===== config.mk =====
export PLATFORM = sky130hd
export DESIGN_NAME = alu_result_collector
export DESIGN_NICKNAME = d
export VERILOG_FILES = /design/src/rtl/alu_pkg.sv /design/src/rtl/alu_result_fifo.sv /design/src/rtl/alu_result_collector.sv
export SDC_FILE = /design/constraint.sdc
export NUM_CORES = 1
export LEC_CHECK = 0
export ABC_AREA = 1
export BUFFER_PORTS_ARGS = -buffer_cell sky130_fd_sc_hd__buf_2
export CAP_MARGIN = 30
export CORE_MARGIN = 8
export CORE_UTILIZATION = 55
export CTS_CLUSTER_DIAMETER = 150
export CTS_CLUSTER_SIZE = 20
export DETAILED_ROUTE_END_ITERATION = 10
export PLACE_DENSITY = 0.8
export SYNTH_ARGS = -nofsm -noshare
export SYNTH_HDL_FRONTEND = slang
export SYNTH_SLANG_ARGS = --single-unit

===== constraint.sdc =====
create_clock -name CLK -period 3.4 [get_ports CLK]
set_clock_uncertainty 0.1 [all_clocks]
set_input_delay 0.34 -clock CLK [delete_from_list [all_inputs] [get_ports CLK]]
set_output_delay 0.34 -clock CLK [all_outputs]
set_load 0.1 [all_outputs]

===== src/rtl/alu_pkg.sv =====
// Shared constants for the ALU result collector: default sizes and the source codes
// tagged on each queued result.
package alu_pkg;

   localparam int ALU_WIDTH_DEF = 16;
   localparam int ALU_DEPTH_DEF = 4;

   typedef enum logic [1:0] {
      SRC_ARITH = 2'd0,
      SRC_LOGIC = 2'd1,
      SRC_CMP   = 2'd2,
      SRC_SHIFT = 2'd3
   } src_e;

   function automatic logic [2:0] flag_count(input logic [3:0] f);
      return {2'b00, f[0]} + {2'b00, f[1]} + {2'b00, f[2]} + {2'b00, f[3]};
   endfunction

endpackage


===== src/rtl/alu_result_fifo.sv =====
// Result queue with registered storage. The pointers carry one extra bit so that
// full and empty can be told apart.
module alu_result_fifo #(
   parameter int DW    = 35,
   parameter int DEPTH = 4
) (
   input  logic          CLK,
   input  logic          RST,
   input  logic          push,
   input  logic          pop,
   input  logic [DW-1:0] wdata,
   output logic [DW-1:0] rdata,
   output logic          full,
   output logic          empty
);

   localparam int AW = $clog2(DEPTH);

   logic [AW:0]   wptr_q, wptr_d, rptr_q, rptr_d;
   logic [DW-1:0] mem_q [DEPTH];
   logic          push_ok_s, pop_ok_s;

   assign empty     = (wptr_q == rptr_q);
   assign full      = (wptr_q[AW] != rptr_q[AW]) && (wptr_q[AW-1:0] == rptr_q[AW-1:0]);
   assign push_ok_s = push && (!full || pop);
   assign pop_ok_s  = pop && !empty;
   assign rdata     = mem_q[rptr_q[AW-1:0]];

   // next-state pointer arithmetic
   always_comb begin
      wptr_d = wptr_q;
      rptr_d = rptr_q;
      if (push_ok_s) begin
         wptr_d = wptr_q + {{AW{1'b0}}, 1'b1};
      end else begin
         wptr_d = wptr_q;
      end
      if (pop_ok_s) begin
         rptr_d = rptr_q + {{AW{1'b0}}, 1'b1};
      end else begin
         rptr_d = rptr_q;
      end
   end

   // pointer registers
   always_ff @(posedge CLK or negedge RST) begin
      if (!RST) begin
         wptr_q <= '0;
         rptr_q <= '0;
      end else begin
         wptr_q <= wptr_d;
         rptr_q <= rptr_d;
      end
   end

   // storage is left unreset; only the pointers define what is valid
   always_ff @(posedge CLK) begin
      if (push_ok_s) begin
         mem_q[wptr_q[AW-1:0]] <= wdata;
      end
   end

endmodule


===== src/rtl/alu_result_collector.sv =====
// Collects single-unit ALU results into an in-order FIFO. Optional drop counter is
// enabled by defining ALU_COLLECT_DROP_CNT_EN; otherwise DROP_CNT reads 0.
module alu_result_collector
   import alu_pkg::*;
#(
   parameter int width = ALU_WIDTH_DEF,
   parameter int DEPTH = ALU_DEPTH_DEF
) (
   input  logic               CLK,
   input  logic               RST,
   input  logic [2*width-1:0] Arith_OUT,
   input  logic               Carry_OUT,
   input  logic [width-1:0]   Logic_OUT,
   input  logic [width-1:0]   CMP_OUT,
   input  logic [width:0]     SHIFT_OUT,
   input  logic               Arith_Flag,
   input  logic               Logic_Flag,
   input  logic               CMP_Flag,
   input  logic               SHIFT_Flag,
   output logic [2*width-1:0] ALU_OUT,
   output logic [1:0]         OUT_SRC,
   output logic               OUT_CARRY,
   output logic               OUT_VALID,
   input  logic               OUT_READY,
   output logic               MULTI_ERR,
   output logic [7:0]         DROP_CNT
);

   localparam int DW = 2*width + 3;

   logic [3:0]    flags_s;
   logic          single_s, multi_s, push_s, pop_s, drop_s;
   logic          fifo_full_s, fifo_empty_s;
   logic [DW-1:0] entry_s, head_s;
   logic          multi_err_q, multi_err_d;

   assign flags_s  = {SHIFT_Flag, CMP_Flag, Logic_Flag, Arith_Flag};
   assign single_s = (flag_count(flags_s) == 3'd1);
   assign multi_s  = (flag_count(flags_s) >  3'd1);
   assign pop_s    = OUT_VALID && OUT_READY;
   assign push_s   = single_s && (!fifo_full_s || pop_s);
   assign drop_s   = single_s && !push_s;

   // entry layout is {word, src, carry}
   always_comb begin
      entry_s = '0;
      case (flags_s)
         4'b0001: entry_s = {Arith_OUT, SRC_ARITH, Carry_OUT};
         4'b0010: entry_s = {{width{1'b0}}, Logic_OUT, SRC_LOGIC, 1'b0};
         4'b0100: entry_s = {{width{1'b0}}, CMP_OUT, SRC_CMP, 1'b0};
         4'b1000: entry_s = {{(width-1){1'b0}}, SHIFT_OUT, SRC_SHIFT, 1'b0};
         default: entry_s = '0;
      endcase
   end

   alu_result_fifo #(.DW(DW), .DEPTH(DEPTH)) u_fifo (
      .CLK   (CLK),
      .RST   (RST),
      .push  (push_s),
      .pop   (pop_s),
      .wdata (entry_s),
      .rdata (head_s),
      .full  (fifo_full_s),
      .empty (fifo_empty_s)
   );

   assign OUT_VALID = !fifo_empty_s;
   assign ALU_OUT   = fifo_empty_s ? '0   : head_s[DW-1:3];
   assign OUT_SRC   = fifo_empty_s ? 2'b00 : head_s[2:1];
   assign OUT_CARRY = fifo_empty_s ? 1'b0 : head_s[0];

   // sticky collision flag
   always_comb begin
      if (multi_s) begin
         multi_err_d = 1'b1;
      end else begin
         multi_err_d = multi_err_q;
      end
   end

   // collision flag register
   always_ff @(posedge CLK or negedge RST) begin
      if (!RST) begin
         multi_err_q <= 1'b0;
      end else begin
         multi_err_q <= multi_err_d;
      end
   end

   assign MULTI_ERR = multi_err_q;

`ifdef ALU_COLLECT_DROP_CNT_EN
   logic [7:0] drop_cnt_q, drop_cnt_d;

   // saturating drop counter
   always_comb begin
      if (drop_s && (drop_cnt_q != 8'hFF)) begin
         drop_cnt_d = drop_cnt_q + 8'd1;
      end else begin
         drop_cnt_d = drop_cnt_q;
      end
   end

   // drop counter register
   always_ff @(posedge CLK or negedge RST) begin
      if (!RST) begin
         drop_cnt_q <= 8'h00;
      end else begin
         drop_cnt_q <= drop_cnt_d;
      end
   end

   assign DROP_CNT = drop_cnt_q;
`else
   logic drop_unused_s;
   assign drop_unused_s = drop_s;
   assign DROP_CNT      = 8'h00;
`endif

endmodule


==> summary.txt, run 1 <==
Place
  • Placement Setup Slack: 404 ps
  • Detailed Place HPWL: 10300 µm
  • IO buf count: 125
  • GPL Wtd Cong: 0.815
  • Dpl cells: 929

Floorplanning
  • Die Y-Extent: 127 µm
  • Initial core utilization: 56.6%
  • # IOs: 134
  • Die Wd: 127 µm
  • # rows: 40
  • Core box area: 0.0121 mm²
  • Die footprint: 0.0162 mm²

Timing
  • Slew @ Worst Pin: 812 ps
  • Slew HR: 45.7%
  • Hold Fails Final Rpt: 0
  • Max-slew violation count: 0
  • Count of final setup violators: 0
  • Tmin final: 3010 ps
  • Max Clk Rate: 0.332 GHz
  • RSZ-0062 raised after global routing: false
  • Final worst slack: 387 ps
  • Period utilisation layout: 88.6%

Synth
  • Largest family of logic cells by synthesized area: simple AND/OR/NAND/NOR gates
  • Syn Area/Cell: 10.4 µm²
  • Top post-synthesis cells by area: edfxtp_1, inv_1, o21ai_0
  • Post-synthesis xor/xnor area fraction: 0.257%
  • Synth Area in Simple Gates: 13.0%
  • Yosys top cell by area: edfxtp_1
  • Mux cell area share after synthesis: 0%
  • Mapped Cells: 659
  • Post-Synth Adder-Cell Area: 2.31%
  • Yosys top cell area share: 61.6%
  • Synth Cell Area: 0.00683 mm²
  • Post-synthesis cell type count: 24
  • Register area share after synthesis: 64.1%
  • Synth warn: 0
  • FF+latch count, synth: 147
  • Complex-gate fraction of the synthesized area: 10.5%

Clock network
  • H-tree levels: 4
  • TritonCTS Buffers: 17
  • Maximum clock insertion buffer count: 2
  • Clk sinks: 147
  • Root buffer cell: clkbuf_16
  • CTS tree: built
  • Clock transition at the registers of the reported paths: 50 ps
  • # resized after CTS: 0
  • Skew-Pair Late Insertion Delay: 420 ps

Finish
  • Register area: 0.00438 mm²
  • Filler cells: 868
  • Area of the multi-input gates: 0.00184 mm²
  • N_diodes: 0
  • Nets@finish: 882
  • Commonest cells after routing, fill and taps aside: edfxtp_1, buf_2, inv_1, nor2_1, nand2_1
  • Share of cells above drive strength 1: 22.2%
  • Final std cells w/o fill: 962
  • Layout area overhead: 21.0%
  • Commonest non-fill, non-tap cell in the layout: edfxtp_1

GRT
  • Antenna violations before repair: 0
  • Grt ovf: 0
  • Global Route Usage Sum: 20.7%
  • Global-route wire length before repair: 26100 µm
  • Vias in the first global route: 5406
  • Pin count of the biggest net entering global routing: 73

Critical path
  • Critical Path AT: 2570 ps
  • Critical path endpoint category: primary output
  • Worst Path Max Fanout: 23
  • CP Data Required Time: 2960 ps
  • Critical Path Start Type: flop
  • Critical path type: reg2out

Run status
  • Status: complete, no violations

Drt
  • Drt initial violations: 526
  • DRT antenna net count: 0
  • Via count: 5137
  • Routed WL: 16300 µm
  • Vias/cell: 5.34
  • Drt pass-1 iters: 5
  • Wire per inst: 16.9 µm
  • Post-route DRC: 0

Hold path
  • Worst Hold Class: in2reg

Flow run
  • Max-cap violations: 0
-- routing by layer --
metal	vias to the layer above	share of wire [%]	global-route usage, %
met1	2397	41	24.1
met2	251	49	35.0
li1	2451	-	-
met5	-	0	0
met3	38	8.3	6.20
met4	0	2.5	8.89
-- cell usage after synthesis --
library cell / instances
buf_6: 1
fa_1: 1
buf_2: 17
buf_4: 10
nand3_1: 39
o21ai_0: 71
nor2_1: 91
inv_1: 112
nor2_2: 2
nand2_1: 78
xor2_1: 2
clkbuf_1: 16
ha_1: 11
inv_4: 1
o22ai_1: 35
o221ai_1: 16
inv_2: 2
nand2_4: 1
conb_1: 1
nand3b_1: 2
edfxtp_1: 140
nand2_2: 2
nor3b_1: 1
dfrtp_1: 7
-- cell families after synthesis --
family,Yosys count
AO/OA/AOI/OAI,122
buffers and inverters,159
flip-flops,147
XOR/XNOR,2
adder cells (fa/ha/maj),12
AND/OR/NAND/NOR,216
other,1
-- worst max-delay path: stages, from the launching register on --
cell	delay (ps)
dfrtp_1	740
nand2_1	140
nand2_1	110
nor2_2	50
nand2_2	300
buf_12	240
nand2_1	80
inv_1	70
buf_2	420
-- through the flow --
stage / setup TNS (ps) / utilization (%) / hold slack, ps / instance area (µm²)
final: 0 / 68.5 / 146 / 8260
after global routing: 0 / 68.5 / 162 / 8260
after CTS: 0 / 68.5 / 139 / 8260
after detailed placement: 0 / 63.5 / 88.0 / 7660
after global placement: 0 / 63.5 / 84.4 / 7660
after floorplan: -62160 / - / -55.6 / 6850
-- cell type report --
cell class	count	area share (%)
multi-input combinational	360	22.3
inverter	115	5.26
tap	168	2.54
clock inverter	15	2.04
timing repair buffer	140	9.72
clock buffer	17	5.15
sequential	147	53.0
-- worst paths after layout --
| check | from | to | slack, ps | cells past startpoint |
|---|---|---|---|---|
| worst max-delay path | u_fifo.rptr_q[1]$_DFFE_PN0P_ | ALU_OUT[8] | 390 | 8 |
| worst min-delay path | OUT_READY | u_fifo.rptr_q[0]$_DFFE_PN0P_ | 150 | 3 |
| worst max register to register | u_fifo.rptr_q[1]$_DFFE_PN0P_ | u_fifo.mem_q[3][29]$_DFFE_PP_ | 1030 | 7 |
| worst min register to register | MULTI_ERR$_DFFE_PN0N_ | MULTI_ERR$_DFFE_PN0N_ | 360 | 2 |
| max in group asynchronous | RST | u_fifo.rptr_q[0]$_DFFE_PN0P_ | 2820 | 2 |
| min in group asynchronous | RST | MULTI_ERR$_DFFE_PN0N_ | 190 | 2 |
-- registers in the layout, summed over array words and instances (netlist names) --
name	cells
u_fifo.mem_q	140
u_fifo.rptr_q	3
u_fifo.wptr_q	3
MULTI_ERR	1
-- timing repair --
item                                   4_1_cts  5_1_grt
hold buffers                                 1        0
endpoints found under the hold margin        7        0
setup endpoints to repair                    0        0
setup buffers                                0        0
Power of run 1 is not shown: default switching activity piles up to over one toggle a cycle in this logic, so the estimate is an artifact.
==> run 2, diff against run 1 <==
Settings changed: CORE_UTILIZATION 55 to 50, PLACE_DENSITY 0.8 to 0.76.
Clock period 3.4 ns to 2.41 ns, I/O delays scaled along.
==> run 2 against run 1 <==
  * Sequential share of layout area decreased by 2.3 points
  * Flip-flop and latch count unchanged
  * Critical path depth decreased by 2
  * Register-to-register slack got worse by 560 ps
  * Non-clock buffer count increased by 16
  * Die area increased by 8.7%
  * Count of clock-buffer cells in the layout increased by 2
  * Final cell count increased by 2.5%
  * Via count increased by 2.2%
  * Cell area increased by 4.5%
  * Global-route usage decreased by 0.92 points
  * Critical endpoint is now ALU_OUT[6]
  * Largest cell class unchanged
  * Highest routed layer unchanged
==> summary.txt, run 2 (synthesis gave the netlist of run 1 again) <==
Run status
  • Status: complete, no violations

Finish
  • N_diodes: 0 (unchanged)
  • Final std cells w/o fill: 986 (+2.5%)
  • Post-route design area: 0.00863 mm² (+4.5%)
  • Layout area overhead: 26.4%
  • Nets@finish: 898 (+1.8%)
  • Filler cells: 985 (+13%)
  • Share of cells above drive strength 1: 24.8% (+2.6 points)
  • Commonest non-fill, non-tap cell in the layout: edfxtp_1
  • Commonest cells after routing, fill and taps aside: edfxtp_1, inv_1, buf_2, nor2_1, nand2_1
  • Max reg flops: 140 (unchanged)

Drt
  • Drt pass-1 iters: 6 (+1)
  • Wire per inst: 17.2 µm (+1.6%)
  • Drt initial violations: 543 (+3.2%)
  • Post-route DRC: 0 (unchanged)
  • Routed WL: 17000 µm (+4.1%)
  • DRT antenna net count: 0 (unchanged)
  • Vias/cell: 5.33 (-0.27%)
  • Via count: 5251 (+2.2%)

GRT
  • Global Route Usage Sum: 19.8% (-0.92 points)
  • Vias in the first global route: 5605 (+3.7%)
  • Pin count of the biggest net entering global routing: 56 (-23%)
  • Antenna violations before repair: 0 (unchanged)
  • Global-route wire length before repair: 27800 µm (+6.3%)
  • Grt ovf: 0 (unchanged)

Place
  • Dpl cells: 953 (+2.6%)
  • GPL Wtd Cong: 0.924 (+13%)
  • Placement Cell Area: 0.00791 mm² (+3.3%)
  • IO buf count: 125 (unchanged)
  • Detailed Place HPWL: 12100 µm (+18%)

Clock network
  • Maximum clock insertion buffer count: 2 (unchanged)
  • H-tree levels: 4 (unchanged)
  • Clk sinks: 147 (unchanged)
  • Clock transition at the registers of the reported paths: 60 ps (about the same)
  • CTS tree: built
  • Skew-Pair Late Insertion Delay: 420 ps (about the same)
  • TritonCTS Buffers: 17 (unchanged)
  • Root buffer cell: clkbuf_16

Critical path
  • Critical path type: reg2out
  • CP Data Required Time: 2070 ps (-890 ps)
  • Cell family with most CP delay: buffers and inverters
  • Crit path buf inv count: 3 (unchanged)
  • Worst Path Max Fanout: 29 (+26%)
  • Critical Path AT: 2020 ps (-550 ps)
  • Worst-path cell chain: buf_4 > o21ai_0 > o22ai_1 > nand2_1 > inv_1 > buf_6
  • Critical path endpoint category: primary output
  • Critical Path Start Type: flop
  • Max stage delay on crit path: 410 ps (-330 ps)
  • Slowest CP cell: dfrtp_2

Floorplanning
  • # rows: 42 (+5.0%)
  • Die footprint: 0.0176 mm² (+8.7%)
  • Die Y-Extent: 133 µm (+4.3%)
  • # IOs: 134 (unchanged)
  • Initial core utilization: 51.3% (-5.3 points)
  • Die Wd: 133 µm (+4.3%)
  • Core box area: 0.0133 mm² (+10%)

Timing
  • Hold slack: 32.2 ps (-114 ps)
  • Period utilisation layout: 98.1%
  • Slew @ Worst Pin: 707 ps (-105 ps)
  • Slew HR: 52.9% (+7.2 points)
  • Max Clk Rate: 0.423 GHz
  • Count of final setup violators: 0 (unchanged)
  • Max-slew violation count: 0 (unchanged)
  • Hold Fails Final Rpt: 0 (unchanged)
  • Tmin final: 2360 ps

Hold path
  • Worst Hold Class: in2reg

Flow run
  • Max-cap violations: 0 (unchanged)
run 2: layer usage:
metal	GRT usage (%)	vias up	wire length, µm
li1	-	2486	-
met1	23.9	2453	6870
met2	31.9	282	8180
met3	6.02	30	1560
met4	9.21	0	352
met5	0	-	0
run 2: repair_timing:
item,CTS,global route
setup endpoints to repair,29,30
buffers inserted,0,0
hold buffers,1,0
endpoints found under the hold margin,7,0
resized for setup,32,17
run 2: worst paths after layout:
check / to / from / depth (start not counted) / slack, ps
worst max-delay path: ALU_OUT[6] / u_fifo.rptr_q[1]$_DFFE_PN0P_ / 6 / 50
worst min-delay path: u_fifo.rptr_q[0]$_DFFE_PN0P_ / OUT_READY / 3 / 30
worst max register to register: u_fifo.mem_q[0][33]$_DFFE_PP_ / u_fifo.wptr_q[2]$_DFFE_PN0P_ / 8 / 470
worst min register to register: MULTI_ERR$_DFFE_PN0N_ / MULTI_ERR$_DFFE_PN0N_ / 2 / 370
max in group asynchronous: u_fifo.rptr_q[1]$_DFFE_PN0P_ / RST / 2 / 1890
min in group asynchronous: u_fifo.rptr_q[0]$_DFFE_PN0P_ / RST / 2 / 120
run 2: layout make-up:
type	count	area, µm²	area share (%)
Timing Repair Buffer	156	1140	13.3
Tap cell	176	220	2.55
Inverter	115	437	5.06
Clock buffer	19	433	5.02
Multi-Input combinational cell	360	1880	21.8
Clock inverter	13	135	1.57
Sequential cell	147	4380	50.8
run 2: metrics by stage:
| step | TNS (ps) | worst slack, ps | utilization (%) |
|---|---|---|---|
| finish | 0 | 46.6 | 64.9 |
| global route | -19.2 | -6.29 | 64.9 |
| CTS | -3.65 | -3.65 | 64.4 |
| detailed placement | -22910 | -176 | 59.5 |
| global placement | -10510 | -96.3 | 59.5 |
| floorplan | -29400 | -227 | - |
run 2: worst register-to-register path, delay by kind of cell, from the launching register on:
family | cells | cell delay (ps)
buffers and inverters | 2 | 270
and+or+nand+nor | 6 | 810
DFF | 1 | 450
Power of run 2 is left out for the same reason.
